### config.mk
export PLATFORM = sky130hd
export DESIGN_NAME = stack_ptr_ctrl
export DESIGN_NICKNAME = d
export VERILOG_FILES = /design/src/rtl/stack_ptr_ctrl.sv
export SDC_FILE = /design/constraint.sdc
export NUM_CORES = 1
export LEC_CHECK = 0
export ABC_AREA = 1
export CORE_ASPECT_RATIO = 0.7
export CORE_MARGIN = 2
export CORE_UTILIZATION = 52
export DETAILED_ROUTE_END_ITERATION = 8
export MAX_ROUTING_LAYER = met4
export PLACE_DENSITY = 0.84
export RECOVER_POWER = 25
export SYNTH_ARGS = -nofsm -noshare
export SYNTH_HDL_FRONTEND = slang
export SYNTH_SLANG_ARGS = --single-unit
### constraint.sdc
create_clock -name clk -period 3.42 [get_ports clk]
set_clock_uncertainty 0.05 [all_clocks]
set_input_delay 0.342 -clock clk [delete_from_list [all_inputs] [get_ports clk]]
set_output_delay 0.342 -clock clk [all_outputs]
set_load 0.01 [all_outputs]
### src/rtl/stack_ptr_ctrl.sv
// Stack-pointer controller: SP register, depth counter, push/pop/load decode, full/empty and sticky fault trap.
// Optional high-water-mark output enabled by defining SP_WATERMARK_EN.
module stack_ptr_ctrl #(
    parameter int SP_W  = 5,
    parameter int DEPTH = 32,
    parameter int TOP   = 31
) (
    input  logic            clk,
    input  logic            rst,
    input  logic            push,
    input  logic            pop,
    input  logic            load,
    input  logic [SP_W-1:0] load_val,
    input  logic            clr_fault,
    output logic [SP_W-1:0] sp,
    output logic [SP_W-1:0] addr,
    output logic            we,
    output logic [SP_W:0]   count,
    output logic            full,
    output logic            empty,
    output logic            ovf,
    output logic            unf,
    output logic            fault
`ifdef SP_WATERMARK_EN
    ,
    output logic [SP_W:0]   hwm
`endif
);

    localparam logic [SP_W-1:0] TOP_V   = SP_W'(TOP);
    localparam logic [SP_W:0]   DEPTH_V = (SP_W+1)'(DEPTH);
    localparam logic [SP_W-1:0] ONE_SP  = SP_W'(1);
    localparam logic [SP_W:0]   ONE_CNT = (SP_W+1)'(1);

    typedef enum logic {RUN, FAULT} state_t;

    state_t          state_q, state_d;
    logic [SP_W-1:0] sp_q, sp_d;
    logic [SP_W:0]   count_q, count_d;
    logic            ovf_q, ovf_d;
    logic            unf_q, unf_d;
    logic            we_c;
    logic [SP_W-1:0] sp_inc, sp_dec, load_dist;
    logic            full_c, empty_c;

    assign sp_inc    = sp_q + ONE_SP;
    assign sp_dec    = sp_q - ONE_SP;
    assign load_dist = TOP_V - load_val;
    // Flags come from the counter, never from sp, so a wrapped sp cannot alias full with empty.
    assign full_c    = (count_q == DEPTH_V);
    assign empty_c   = (count_q == '0);

    always_comb begin
        state_d = state_q;
        sp_d    = sp_q;
        count_d = count_q;
        ovf_d   = ovf_q;
        unf_d   = unf_q;
        addr    = sp_q;
        we_c    = 1'b0;
        if (state_q == RUN) begin
            if (load) begin
                addr = load_val;
                if ({1'b0, load_dist} <= DEPTH_V) begin
                    sp_d    = load_val;
                    count_d = {1'b0, load_dist};
                end else begin
                    ovf_d   = 1'b1;
                    state_d = FAULT;
                end
            end else if (push && pop) begin
                // Replace-top: rewrite the most recent entry in place.
                addr = sp_inc;
                if (empty_c) begin
                    unf_d   = 1'b1;
                    state_d = FAULT;
                end else begin
                    we_c = 1'b1;
                end
            end else if (push) begin
                if (full_c) begin
                    ovf_d   = 1'b1;
                    state_d = FAULT;
                end else begin
                    we_c    = 1'b1;
                    sp_d    = sp_dec;
                    count_d = count_q + ONE_CNT;
                end
            end else if (pop) begin
                addr = sp_inc;
                if (empty_c) begin
                    unf_d   = 1'b1;
                    state_d = FAULT;
                end else begin
                    sp_d    = sp_inc;
                    count_d = count_q - ONE_CNT;
                end
            end
        end else if (clr_fault) begin
            state_d = RUN;
            ovf_d   = 1'b0;
            unf_d   = 1'b0;
        end
    end

    always_ff @(posedge clk or posedge rst) begin
        if (rst) begin
            state_q <= RUN;
            sp_q    <= TOP_V;
            count_q <= '0;
            ovf_q   <= 1'b0;
            unf_q   <= 1'b0;
        end else begin
            state_q <= state_d;
            sp_q    <= sp_d;
            count_q <= count_d;
            ovf_q   <= ovf_d;
            unf_q   <= unf_d;
        end
    end

`ifdef SP_WATERMARK_EN
    // count only rises on an accepted push or load, so tracking max(next count) covers both.
    logic [SP_W:0] hwm_q, hwm_d;

    always_comb begin
        hwm_d = hwm_q;
        if (count_d > hwm_q) hwm_d = count_d;
    end

    always_ff @(posedge clk or posedge rst) begin
        if (rst) hwm_q <= '0;
        else     hwm_q <= hwm_d;
    end

    assign hwm = hwm_q;
`endif

    assign sp    = sp_q;
    assign count = count_q;
    assign we    = we_c & ~rst;
    assign full  = full_c;
    assign empty = empty_c;
    assign ovf   = ovf_q;
    assign unf   = unf_q;
    assign fault = (state_q == FAULT);

endmodule

==> metrics.cfg, run 1 <==
[clock_tree]
htree_levels = 1
cts_resized = 0
cts_tree = done
cts_buffers = 3
cts_root_buf = clkbuf_4
cts_hold_buf = 0
clk_pin_slew_ns = 0.09
cts_sinks = 14
clock_path_buffers = 2
insertion_delay_ns = 0.28
post-cts-setup-buffers = 0

[die]
placementRows = 14
dieArea_um2 = 2870
io_pins = 33
start_util_pct = 56.9
fp.dieH_um = 45.5
core_um2 = 2240
die_w_um = 63.2

[drt]
via_per_inst = 5.59
drc_errors = 0
wl_um = 3580
vias = 1421
dr.pass1.iters = 4
drt_iter0_drc = 129
drtAntennaViolNets = 0
wl_per_cell_um = 14.1

[sta]
finalSetupViolations = 0
slew_headroom_pct = 41.6
finalHoldViolCount = 0
fmax_ghz = 0.356
worst_slew_pin_slew_ns = 0.876
fin_setup_tns_ns = 0
fin_crit_ns = 2.81
finalMaxSlewViolations = 0
rsz0062_at_grt = false
min_period_over_period_pct = 82.2

[worst_setup_path]
crit_type = in2out
reg2reg_depth = 8
max_stage_delay_ns = 0.65
crit_chain = dlygate4sd3_1, inv_1, clkbuf_1, nand3_1, nor2_1, clkdlybuf4s50_1
crit_required_ns = 3.03
crit_arrival_ns = 2.42
crit_path_end_kind = output port
cp-start-kind = primary input
path_max_fanout = 15
slowest_stage = clkbuf_1

[status]
status = finished clean

[global_route]
grtUsageMet3_pct = 5.45
grt_max_degree = 19
grt_usage_pct = 29.1
grt_first_pass_wirelength_um = 6270
grt_pass1_vias = 1374
antenna_found_initial = 0
grt_overflow = 0
met1_usage_pct = 38.0
grt_most_used_layer = met2
grt_util_met2_pct = 49.1

[logic_synthesis]
synth-async-reset-ratio_pct = 100
yosysSeqAreaShare_pct = 27.9
synth-seq-cells = 14
syn_area_per_cell_um2 = 6.68
ys_types = 28
synthFlopType = dfrtp_1
yosysWarnings = 0
postSynthCellCount = 191
synth_nets = 209
synth_area_um2 = 1280
synth_edf_count = 0

[layout]
area_growth_pct = 27.2
n_antenna_cell = 0
nets = 241
final_common_cell = nand2_1
drive_above_1_share_pct = 11.7
layout_common_cells = nand2_1, clkdlybuf4s50_1, inv_1

[power]
p_per_area_nw_per_um2 = 633
p_total_w = 0.00103
vdd_drop_max_mv = 0.417
p_leak_nw = 0.786

[place]
gp_congestion = 0.882
port_buffers = 32
dp_hpwl_um = 2770

[flow_run]
maxCapViolations = 0

[min_path]
min_path_type = reg2reg
hold_path_depth = 2

[synth_stat cells, types with 2 or more instances]
cell	n	area (um^2)
a21oi_1	10	50.1
buf_2	4	20.0
dfrtp_1	9	225
dfstp_2	5	131
ha_1	6	75.1
inv_1	20	75.1
inv_2	2	7.51
nand2_1	55	206
nand2_2	6	37.5
nand3_1	19	95.1
nand4_1	4	25.0
nor2_1	14	52.6
o21ai_0	16	80.1
o21ai_2	5	43.8
o221ai_1	2	17.5
xor2_1	2	17.5
[final timing paths]
path	startpoint	to	slack, ns
min in group asynchronous	rst	unf	0.69
setup reg to reg	sp[0]	sp[2]	1.75
hold / removal	unf	unf	0.47
hold reg to reg	unf	unf	0.47
max in group asynchronous	rst	count[2]	2.10
setup / recovery	rst	we	0.61
[sequential cells by signal (all words and copies together), names as in the netlist]
signal,cells
unf,1
count,6
sp,5
ovf,1
fault,1
[power by group]
part	switching (W)	total (W)	internal [W]
sequential	0.000102	0.000335	0.000233
combinational	0.000307	0.000588	0.000280
clock	0.0000586	0.000104	0.0000453
[logic make-up (layout without fill, tap and decap cells)]
| kind of cell | count (synthesis) | in the layout | synth area share (%) |
|---|---|---|---|
| compound gates | 35 | 35 | 16.1 |
| xor+xnor | 3 | 3 | 2.06 |
| fa+ha+maj | 7 | 7 | 7.45 |
| buf+inv | 29 | 60 | 10.3 |
| flops | 14 | 14 | 27.9 |
| simple gates | 103 | 103 | 36.2 |
[through the flow]
step | setup WS [ns] | instance area, um^2 | util [%] | std cells | hold WS [ns]
6_report | 0.608 | 1620 | 72.4 | 254 | 0.466
5_1_grt | 0.373 | 1620 | 72.4 | 254 | 0.492
4_1_cts | 0.755 | 1630 | 72.5 | 254 | 0.313
3_5_place_dp | 0.790 | 1600 | 71.4 | 250 | 0.451
3_3_place_gp | 0.893 | 1600 | 71.4 | 250 | 0.435
2_1_floorplan | 1.73 | 1280 | - | 191 | 0.186
[routing by layer]
metal	share of wire (%)	routed length [um]
met5	0	0
met2	45	1620
met3	11	405
met4	0.42	15
met1	43	1540
[critical path: cells and delay by family]
| family | cells | cell delay (ns) |
|---|---|---|
| AND/OR/NAND/NOR | 2 | 0.29 |
| buffers and inverters | 4 | 1.78 |
[layout make-up]
cell class	count	area, um^2
multi-input cells	148	788
fillers	210	619
flip-flops and latches	14	357
repair buffers	33	324
inverters	23	87.6
well taps	32	40.0
clock buffers	4	26.3
(Power assumes the default switching activity.)
==> inputs of run 2 (changes only) <==
--- a/config.mk
+++ b/config.mk
@@ -8,10 +8,10 @@
 export ABC_AREA = 1
 export CORE_ASPECT_RATIO = 0.7
 export CORE_MARGIN = 2
-export CORE_UTILIZATION = 52
+export CORE_UTILIZATION = 44
 export DETAILED_ROUTE_END_ITERATION = 8
 export MAX_ROUTING_LAYER = met4
-export PLACE_DENSITY = 0.84
+export PLACE_DENSITY = 0.76
 export RECOVER_POWER = 25
 export SYNTH_ARGS = -nofsm -noshare
 export SYNTH_HDL_FRONTEND = slang
==> constraint.sdc (replaced) <==
create_clock -name clk -period 2.37 [get_ports clk]
set_clock_uncertainty 0.05 [all_clocks]
set_input_delay 0.237 -clock clk [delete_from_list [all_inputs] [get_ports clk]]
set_output_delay 0.237 -clock clk [all_outputs]
set_load 0.01 [all_outputs]
==> metrics.cfg, run 2 (synthesis gave the netlist of run 1 again) <==
[sta]
final.setup.worst_slack_ns = 0.0555  ; was 0.608 ns
fin_crit_ns = 2.31
rsz0062_at_grt = false  ; unchanged
min_period_over_period_pct = 97.7
fin_setup_tns_ns = 0  ; unchanged
worst_slew_pin_slew_ns = 0.821  ; was 0.876 ns
finalHoldViolCount = 0  ; unchanged
finalMaxSlewViolations = 0  ; unchanged
slew_headroom_pct = 45.3  ; was 41.6%
finalSetupViolations = 0  ; unchanged
fmax_ghz = 0.432

[place]
gp_congestion = 0.942  ; was 0.882
dp_hpwl_um = 2520  ; was 2770 um
preCtsSetupSlack_ns = 0.182  ; was 0.790 ns
port_buffers = 32  ; unchanged
post_dp_cell_area_um2 = 1630  ; was 1600 um^2

[drt]
wl_um = 3480  ; was 3580 um
wl_per_cell_um = 13.1  ; was 14.1 um
dr.pass1.iters = 4  ; unchanged
drtAntennaViolNets = 0  ; unchanged
drt_iter0_drc = 82  ; was 129
via_per_inst = 5.22  ; was 5.59
drc_errors = 0  ; unchanged
vias = 1388  ; was 1421

[worst_setup_path]
max_stage_delay_ns = 0.60  ; was 0.65 ns
crit_type = reg2out  ; was in2out
cp-start-kind = flop  ; was primary input
crit_arrival_ns = 2.03  ; was 2.42 ns
crit_required_ns = 2.08  ; was 3.03 ns
crit_chain = buf_4, nand4_1, nand3_1, o21ai_0, o21ai_0, clkdlybuf4s50_1  ; was dlygate4sd3_1, inv_1, clkbuf_1, nand3_1, nor2_1, clkdlybuf4s50_1
path_max_fanout = 7  ; was 15
slowest_stage = dfstp_2  ; was clkbuf_1
crit_path_end_kind = output port  ; unchanged
cpMostUsedCell = o21ai_0
reg2reg_depth = 8  ; unchanged

[global_route]
grt_max_degree = 19  ; unchanged
antenna_found_initial = 0  ; unchanged
grt_first_pass_wirelength_um = 5470  ; was 6270 um
grt_pass1_vias = 1177  ; was 1374
grt_usage_pct = 22.3  ; was 29.1%
grt_overflow = 0  ; unchanged

[layout]
nets = 249  ; was 241
final_common_cell = nand2_1  ; unchanged
drive_above_1_share_pct = 15.7  ; was 11.7%
fillers = 282  ; was 210
largest_reg_flops = 6  ; unchanged
area_growth_pct = 35.0  ; was 27.2%
n_antenna_cell = 0  ; unchanged
layout_common_cells = nand2_1, clkdlybuf4s50_1, inv_1  ; unchanged
design_area_um2 = 1720  ; was 1620 um^2

[clock_tree]
cts_root_buf = clkbuf_8  ; was clkbuf_4
cts_buffers = 3  ; unchanged
cts_tree = done  ; unchanged
insertion_delay_ns = 0.25  ; was 0.28 ns
cts_sinks = 14  ; unchanged
clock_path_buffers = 2  ; unchanged
htree_levels = 1  ; unchanged
clk_pin_slew_ns = 0.07  ; was 0.09 ns
cts_hold_buf = 0  ; unchanged

[min_path]
min_path_type = reg2reg  ; unchanged
hold_path_depth = 2  ; unchanged

[power]
p_leak_nw = 0.861  ; was 0.786 nW
p_int_w = 0.000916  ; was 0.000559 W
pwr-share-comb_pct = 55.4  ; was 57.3%
p_per_area_nw_per_um2 = 924  ; was 633 nW/um^2
power.switching_w = 0.000676  ; was 0.000468 W
vdd_drop_max_mv = 0.443  ; was 0.417 mV
p_total_w = 0.00159  ; was 0.00103 W
p_sw_share_pct = 42.4  ; was 45.5%
clkPwrFrac_pct = 15.0  ; was 10.1%
p_seq_share_pct = 29.5  ; was 32.6%

[status]
status = finished clean  ; unchanged

[die]
start_util_pct = 45.9  ; was 56.9%
placementRows = 16  ; was 14
die_w_um = 68.4  ; was 63.2 um
core_um2 = 2780  ; was 2240 um^2
io_pins = 33  ; unchanged
dieArea_um2 = 3350  ; was 2870 um^2
fp.dieH_um = 49.1  ; was 45.5 um

[flow_run]
maxCapViolations = 0  ; unchanged

[run 2: changes by cell type in the layout (fill, tap and decap cells not counted), sizes merged]
| cell | before | now |
|---|---|---|
| dlygate4sd2 | 0 | 1 |
| buf | 0 | 8 |
| clkdlybuf4s50 | 31 | 28 |
| dlymetal6s2s | 0 | 2 |
[run 2: power groups by stage]
stage	clock (W)	sequential (W)	combinational [W]
4_1_cts	0.000245	0.000474	0.000836
3_5_place_dp	0	0.000477	0.000828
5_1_grt	0.000260	0.000485	0.000977
6_report	0.000239	0.000470	0.000882
3_3_place_gp	0	0.000475	0.000824
2_1_floorplan	0	0.000461	0.000520
[run 2: per-layer routing]
layer  vias to the layer above  GRT usage [%]  part of all wire [%]
met3                         2           5.31                   7.9
met4                         0           4.00                  0.37
li1                        702              -                     -
met2                        50           31.2                    43
met5                         -              -                     0
met1                       634           32.9                    49
[run 2: path summary, 6_finish.rpt]
kind,end,startpoint,slack [ns]
min in group asynchronous,fault,rst,0.63
hold / removal,ovf,ovf,0.47
setup reg to reg,count[3],count[1],0.74
setup / recovery,addr[3],sp[1],0.06
max in group asynchronous,count[3],rst,1.13
hold reg to reg,ovf,ovf,0.47
[run 2: final cells by class]
type,count,area [um^2],share of cell area [%]
multi-input cells,148,791,45.9
inverters,23,87.6,5.08
repair buffers,41,388,22.5
well taps,36,45.0,2.61
flip-flops and latches,14,357,20.7
clock buffers,4,55.1,3.20
[run 2: per-stage QoR]
step	hold slack (ns)	cells	util (%)
global placement	0.456	257	58.5
detailed placement	0.458	257	58.5
finish	0.471	266	61.9
CTS	0.277	261	60.4
floorplan	0.0810	191	-
global route	0.499	266	61.9
[run 2: critical path, delay by kind of cell (launching register included)]
kind,cells,cell delay [ns]
AO/OA/AOI/OAI,2,0.28
AND/OR/NAND/NOR,2,0.20
flip-flops,1,0.60
buffers and inverters,2,0.70
[run 2: timing repair]
action | 4_1_cts | 5_1_grt
hold endpoints to repair | 0 | 0
buffers inserted | 0 | 5
resized for setup | 1 | 3
endpoints found under the setup margin | 1 | 2
